### config.mk
export PLATFORM = sky130hd
export DESIGN_NAME = cannon_sequencer
export DESIGN_NICKNAME = d
export VERILOG_FILES = /design/src/rtl/mm_pkg.sv /design/src/rtl/cannon_sequencer_step_counter.sv /design/src/rtl/cannon_sequencer.sv
export SDC_FILE = /design/constraint.sdc
export NUM_CORES = 1
export LEC_CHECK = 0
export CAP_MARGIN = 40
export CORE_MARGIN = 2
export CORE_UTILIZATION = 49
export DETAILED_ROUTE_END_ITERATION = 8
export PLACE_DENSITY = 0.8
export SLEW_MARGIN = 10
export SYNTH_ARGS = -nofsm -noshare
export SYNTH_HDL_FRONTEND = slang
export SYNTH_SLANG_ARGS = --single-unit
export TNS_END_PERCENT = 30
### constraint.sdc
create_clock -name clk -period 2.49 [get_ports clk]
set_clock_uncertainty 0.15 [all_clocks]
set_input_delay 0.498 -clock clk [delete_from_list [all_inputs] [get_ports clk]]
set_output_delay 0.498 -clock clk [all_outputs]
set_load 0.01 [all_outputs]
### src/rtl/mm_pkg.sv
// Shared definitions for the Cannon matrix-multiply block: sequencer states,
// element width and a constant-evaluable log2 helper.
package mm_pkg;

  localparam int ELEM_W = 32;

  typedef enum logic [2:0] {
    IDLE,
    LOAD,
    SKEW,
    MAC,
    WAIT,
    SHIFT,
    OUT
  } state_t;

  function automatic int clog2(input int value);
    int r;
    r = 0;
    while ((1 << r) < value) r++;
    return r;
  endfunction

endpackage

### src/rtl/cannon_sequencer_step_counter.sv
// Up-counter with synchronous clear, increment and hold; tc flags count == MAX.
// hold wins over clr so a stalled sequencer keeps its indices.
module step_counter #(
  parameter int W   = 2,
  parameter int MAX = 1
) (
  input  logic         clk,
  input  logic         reset,
  input  logic         clr,
  input  logic         inc,
  input  logic         hold,
  output logic [W-1:0] count,
  output logic         tc
);

  always_ff @(posedge clk) begin
    if (!reset) begin
      count <= '0;
    end else if (!hold) begin
      if (clr) begin
        count <= '0;
      end else if (inc) begin
        count <= count + W'(1);
      end
    end
  end

  assign tc = (count == W'(MAX));

endmodule

### src/rtl/cannon_sequencer.sv
// Sequencer for block-partitioned Cannon multiply: load, skew, MAC rounds with
// shifts between them, then a valid/ack handshake towards the consumer.
//
// state | meaning
// IDLE  | waiting for start
// LOAD  | copy A/B blocks into tiles, clear accumulators
// SKEW  | initial alignment, SQRT_P-1 steps
// MAC   | accumulate tile products
// WAIT  | MAC_LAT settle cycles after each MAC
// SHIFT | rotate A left / B up, advance round
// OUT   | result final, hold out_valid until out_ack
module cannon_sequencer
  import mm_pkg::*;
#(
  parameter int  N       = 4,
  parameter int  SQRT_P  = 2,
  parameter int  MAC_LAT = 1,
  localparam int CNT_W   = clog2((SQRT_P > MAC_LAT + 1) ? SQRT_P : MAC_LAT + 1) + 1
) (
  input  logic             clk,
  input  logic             reset,
  input  logic             start,
  input  logic             enable,
  input  logic             out_ack,
  output logic             load_en,
  output logic             clear_acc,
  output logic             skew_en,
  output logic [CNT_W-1:0] skew_step,
  output logic             mac_en,
  output logic             shift_en,
  output logic [CNT_W-1:0] round,
  output logic             busy,
  output logic             out_valid,
  output logic             done
);

  if (SQRT_P < 1) begin : g_bad_grid
    $error("cannon_sequencer: SQRT_P must be >= 1");
  end
  if (SQRT_P >= 1 && (N % SQRT_P) != 0) begin : g_bad_n
    $error("cannon_sequencer: N must be divisible by SQRT_P");
  end

  localparam int SKEW_MAX = (SQRT_P > 1) ? SQRT_P - 2 : 0;
  localparam int WAIT_MAX = (MAC_LAT > 0) ? MAC_LAT - 1 : 0;

  state_t state, state_n;

  logic skew_clr, skew_inc, skew_tc;
  logic rnd_clr, rnd_inc, rnd_tc;
  logic wait_clr, wait_inc, wait_tc;
  logic ack_take;
  logic [CNT_W-1:0] wait_cnt_unused;

  always_ff @(posedge clk) begin
    if (!reset) begin
      state <= IDLE;
      done  <= 1'b0;
    end else begin
      state <= state_n;
      done  <= ack_take;
    end
  end

  always_comb begin
    state_n   = state;
    load_en   = 1'b0;
    clear_acc = 1'b0;
    skew_en   = 1'b0;
    mac_en    = 1'b0;
    shift_en  = 1'b0;
    skew_clr  = 1'b0;
    skew_inc  = 1'b0;
    rnd_clr   = 1'b0;
    rnd_inc   = 1'b0;
    wait_clr  = 1'b0;
    wait_inc  = 1'b0;
    ack_take  = 1'b0;
    case (state)
      IDLE: begin
        if (enable && start) state_n = LOAD;
      end
      LOAD: begin
        load_en   = enable;
        clear_acc = enable;
        if (enable) state_n = (SQRT_P > 1) ? SKEW : MAC;
      end
      SKEW: begin
        skew_en = enable;
        if (enable) begin
          if (skew_tc) begin
            skew_clr = 1'b1;
            state_n  = MAC;
          end else begin
            skew_inc = 1'b1;
          end
        end
      end
      MAC: begin
        mac_en = enable;
        if (enable) begin
          if (MAC_LAT > 0) state_n = WAIT;
          else             state_n = rnd_tc ? OUT : SHIFT;
        end
      end
      WAIT: begin
        if (enable) begin
          if (wait_tc) begin
            wait_clr = 1'b1;
            state_n  = rnd_tc ? OUT : SHIFT;
          end else begin
            wait_inc = 1'b1;
          end
        end
      end
      SHIFT: begin
        shift_en = enable;
        if (enable) begin
          rnd_inc = 1'b1;
          state_n = MAC;
        end
      end
      OUT: begin
        // The handshake is honoured even while stalled.
        if (out_ack) begin
          ack_take = 1'b1;
          rnd_clr  = 1'b1;
          state_n  = IDLE;
        end
      end
      default: state_n = IDLE;
    endcase
  end

  step_counter #(.W(CNT_W), .MAX(SKEW_MAX)) u_skew_cnt (
    .clk   (clk),
    .reset (reset),
    .clr   (skew_clr),
    .inc   (skew_inc),
    .hold  (~enable),
    .count (skew_step),
    .tc    (skew_tc)
  );

  step_counter #(.W(CNT_W), .MAX(SQRT_P - 1)) u_round_cnt (
    .clk   (clk),
    .reset (reset),
    .clr   (rnd_clr),
    .inc   (rnd_inc),
    .hold  (~enable & ~ack_take),
    .count (round),
    .tc    (rnd_tc)
  );

  step_counter #(.W(CNT_W), .MAX(WAIT_MAX)) u_wait_cnt (
    .clk   (clk),
    .reset (reset),
    .clr   (wait_clr),
    .inc   (wait_inc),
    .hold  (~enable),
    .count (wait_cnt_unused),
    .tc    (wait_tc)
  );

  assign busy      = (state != IDLE);
  assign out_valid = (state == OUT);

endmodule

After elaboration in Yosys (flattened, before gate mapping)
Cells that the tools add are included.

Logic and storage cells: 77. Bits of input ports: 5. Bits in registers: 10.

Equal/unequal tests: 16. Muxes and demuxes: 37. Add/sub/neg operators: 3. Bitwise logic cells: 4. Reduce and logical (&&, ||, !) cells: 12.

Operators with widths (number): $mux 3 (9); $pmux 3 s7 (1); $mux 1 (20); $ne 2x2->1 const B (8); $mux 2 (7); $eq 3x3->1 const B (3); $reduce_and 9->1 (1); $add 2x1->2 const B (3); $eq 3x2->1 const B (2); $reduce_and 2->1 (3); $reduce_bool 2->1 (3); $logic_not 2->1 (2); $eq 3x1->1 const B (1); $logic_not 3->1 (1); $not 1->1 (3); $reduce_bool 3->1 (1); $eq 2x1->1 const B (1); $ne 2x1->1 const B (1); $and 1x1->1 (1); $logic_and 1x1->1 (1).

Depth between registers and ports, before layout
Depth in word-level cells: 6. Depth in mapped cells: 6. Depth with buffers taken out: 6.

Modules after synthesis
From an unflattened synthesis, not the netlist that was laid out.

Cell total of the unflattened synthesis: 89. Area total of the unflattened synthesis: 688.2 um^2.

By module, submodules not included: cannon_sequencer (cells each 51, times used 1, area each 355.3 um^2, sequential area each 80.1 um^2); step_counter at u_skew_cnt ... (cells each 13, times used 2, area each 108.9 um^2, sequential area each 40.0 um^2); step_counter at u_round_cnt (cells each 12, times used 1, area each 115.1 um^2, sequential area each 40.0 um^2).

Worst setup path after synthesis
Ideal clock, no wire load.

Kind: register to output. From: register state[0]. To: output port load_en. Cell stages (with the launch flop): 5. Arrival time: 1.251 ns. Data required time: 1.842 ns. Path slack: 0.591 ns. Buffers on the path: 2. Cells stage by stage: dfxtp_1 > buf_2 > nand2_1 > nor3b_1 > buf_4.

Longest elaborated chain between the ends: 2.

Ends and longest elaborated chain: from (decl) (RTL line cannon_sequencer.sv:47) `state_t state, state_n;`; from (signal assigned) (RTL line cannon_sequencer.sv:60) `state <= state_n;`; $eq 3x1->1; $mux 1; to (decl) (RTL line cannon_sequencer.sv:25) `output logic load_en,`.

Every way passes these cells.

Worst setup path in the final report
From: input port enable. To: output port shift_en.

Longest elaborated chain between the ends: 1.

Ends and longest elaborated chain: from (decl) (RTL line cannon_sequencer.sv:23) `input logic enable,`; $mux 1 (RTL line cannon_sequencer.sv:79) `case (state)`; to (decl) (RTL line cannon_sequencer.sv:30) `output logic shift_en,`.

Every way passes these cells.

==> results.toml <==
[setup_path]
cp-startpoint = "enable"
worstRegToRegCells = 5
worstReg2RegStart = "state[1]$_SDFFE_PN0P_"
crit_required_ns = 1.84
cp-start-kind = "primary input"
path_max_fanout = 4
worstPathArrival_ns = 1.79
endpoint_kind = "output port"
worst-setup-path-type = "in -> out"
ff2ff_setup_slack_ns = 0.87

[finish]
final_cell_mix = "clkdlybuf4s50_1 (13), nor2_1 (12), a21oi_1 (10), dfxtp_1 (10), inv_1 (8)"
drive_above_1_share_pct = 14.7
syn2layout_area_growth_pct = 33.7
final_cell_area_um2 = 868
num_antenna_cells = 0
design.final.nets = 112
most_common_cell_after_layout_fill_and_taps_aside = "clkdlybuf4s50_1"

[die]
start_util_pct = 51.2
design.die.area_um2 = 1630
floorplan.die.height_um = 40.4
rows = 13
boundaryPins = 17
design.core.area_um2 = 1270
die_w_um = 40.4

[synth]
netlist_area_um2 = 649
ys.warnings.count = 0
syn_avg_cell_area_um2 = 7.92
number_of_synthesized_register_bits = 10
synth_seq_area_share_pct = 30.8
synth_cell_types = 26
netlist_instances = 82
mappedNetlistNets = 90
yosys.area.top_type_share_pct = 30.8
post_synth_main_area_contributors = "dfxtp_1 (31%), a21oi_1 (7.7%), nor2_1 (7.5%), ha_1 (5.8%), nor2b_1 (5.8%)"
synthDominantAreaCellType = "dfxtp_1"

[min_path]
hold-path-cell-count = 2
min-delay-start = "u_round_cnt.count[1]$_SDFFE_PN0P_"
hp-class = "reg -> reg"

[sta]
finalHoldViolCount = 0
relSlewSlack_pct = 74.2
report.final.setup_viol = 0
final_min_period_over_clock_period_pct = 97.7
tightestPinTransition_ns = 0.387
slew_limit_fails = 0
fin_setup_tns_ns = 0
max_clock_freq_mhz = 411
period_needed_ns = 2.43
holdWs_ns = 0.384
grt_setup_unrepaired = "true"

[place]
gpl.final_weighted_congestion = 0.775
placement.cell_area_um2 = 835
io_buffers = 16
place_hpwl_um = 1040

[clock_network]
cts.path.max_buffers = 2
cts_htree_levels = 1
cts.root.buffer_cell = "clkbuf_4"
cts.hold.buffers_added = 0
numClockSinks = 10
tritoncts = "built"
tritoncts.num_buffers = 3
clk-insertion-delay-late_ns = 0.25
worst_setup_hold_path_clk_slew_ns = 0.06

[drt]
drt.antenna.violating_nets = 0
detailedRoute.firstPassIterationCount = 4
route.vias.total = 597
routed_via_density = 5.10
post-route-drc-count = 0
drt-initial-drc-count = 2
drt-total-wl_um = 1340
post_drt_wl_per_cell_um = 11.5

[power]
power.total_w = 0.000342
p_leak_nw = 0.369
powerDensity_nw_per_um2 = 394
worst_ir_drop_vdd_mv = 0.285

[global_route]
grt_max_degree = 13
use_met3_pct = 10.0
antenna_found_initial = 0
met1_usage_pct = 22.0
globalRouteMet2Util_pct = 33.7
grt_overflow = 0
grt_most_used_layer = "met2"
globalRouteTotalUtil_pct = 19.3
grt_pass1_wl_um = 2050
first_global_vias = 495

[run]
maxCapViolCount = 0

[outcome]
run_status = "completed"
-- state kept, by name (all words and copies together), names as in the netlist --
signal	flops
done	1
state	3
u_round_cnt.count	2
u_skew_cnt.count	2
u_wait_cnt.count	2
-- metrics by stage --
step	cells	setup slack, ns	utilization, %
after CTS	117	0.00126	67.5
after detailed placement	114	-0.00671	65.8
final	117	0.0565	68.4
after floorplan	82	0.591	-
after global routing	117	-0.0432	68.4
after global placement	114	0.00707	65.8
-- power by group --
group | leakage, nW | switching (W) | internal [W]
registers | 0.0809 | 0.00000659 | 0.000163
clock network | 0.0138 | 0.0000465 | 0.0000553
logic | 0.275 | 0.0000307 | 0.0000395
-- path summary, 6_finish.rpt --
check                                      endpoint
setup / recovery                           shift_en
hold / removal    u_round_cnt.count[1]$_SDFFE_PN0P_
setup reg to reg              state[0]$_SDFFE_PN0P_
hold reg to reg   u_round_cnt.count[1]$_SDFFE_PN0P_
-- layout make-up --
class,instances,area (um^2)
clock buffers,3,22.5
inverters,8,30.0
repair buffers,22,209
well taps,15,18.8
multi-input cells,59,388
fillers,99,400
flip-flops and latches,10,200
-- cell usage after synthesis --
master,number
a21oi_1,10
a2bb2oi_1,1
and2_1,1
and3_1,1
and4b_1,1
and4bb_2,1
buf_2,1
buf_4,3
buf_6,1
dfxtp_1,10
ha_1,3
inv_1,8
mux2i_1,3
nand2_1,4
nand2b_1,1
nand4b_1,1
nor2_1,13
nor2b_1,6
nor3_2,1
nor3b_1,3
nor4b_1,1
o21a_1,2
o21ai_0,3
o21ai_2,1
o221a_1,1
or3_4,1
-- per-layer routing --
layer | wire [um] | up-vias | part of all wire, %
met3 | 55 | 0 | 4.1
met4 | 0 | 0 | 0
met1 | 590 | 267 | 44
met5 | 0 | - | 0
li1 | - | 319 | -
met2 | 695 | 11 | 52
-- cells by family after synthesis --
group	after synthesis	synth area share, %
simple gates	35	31.4
compound gates	18	16.8
buf+inv	13	10.6
flops	10	30.8
mux	3	4.62
fa+ha+maj	3	5.78
-- critical path, cell delays in order --
cell and delay (ns):
clkdlybuf4s50_1 0.51, nand4b_1 0.14, inv_1 0.10, clkdlybuf4s50_1 0.53
-- timing repair --
item                                    in CTS  in global routing
resized for setup                            1                  4
setup buffers                                0                  0
endpoints found under the setup margin       2                  4
No activity file was read; power rests on OpenSTA's default activity.
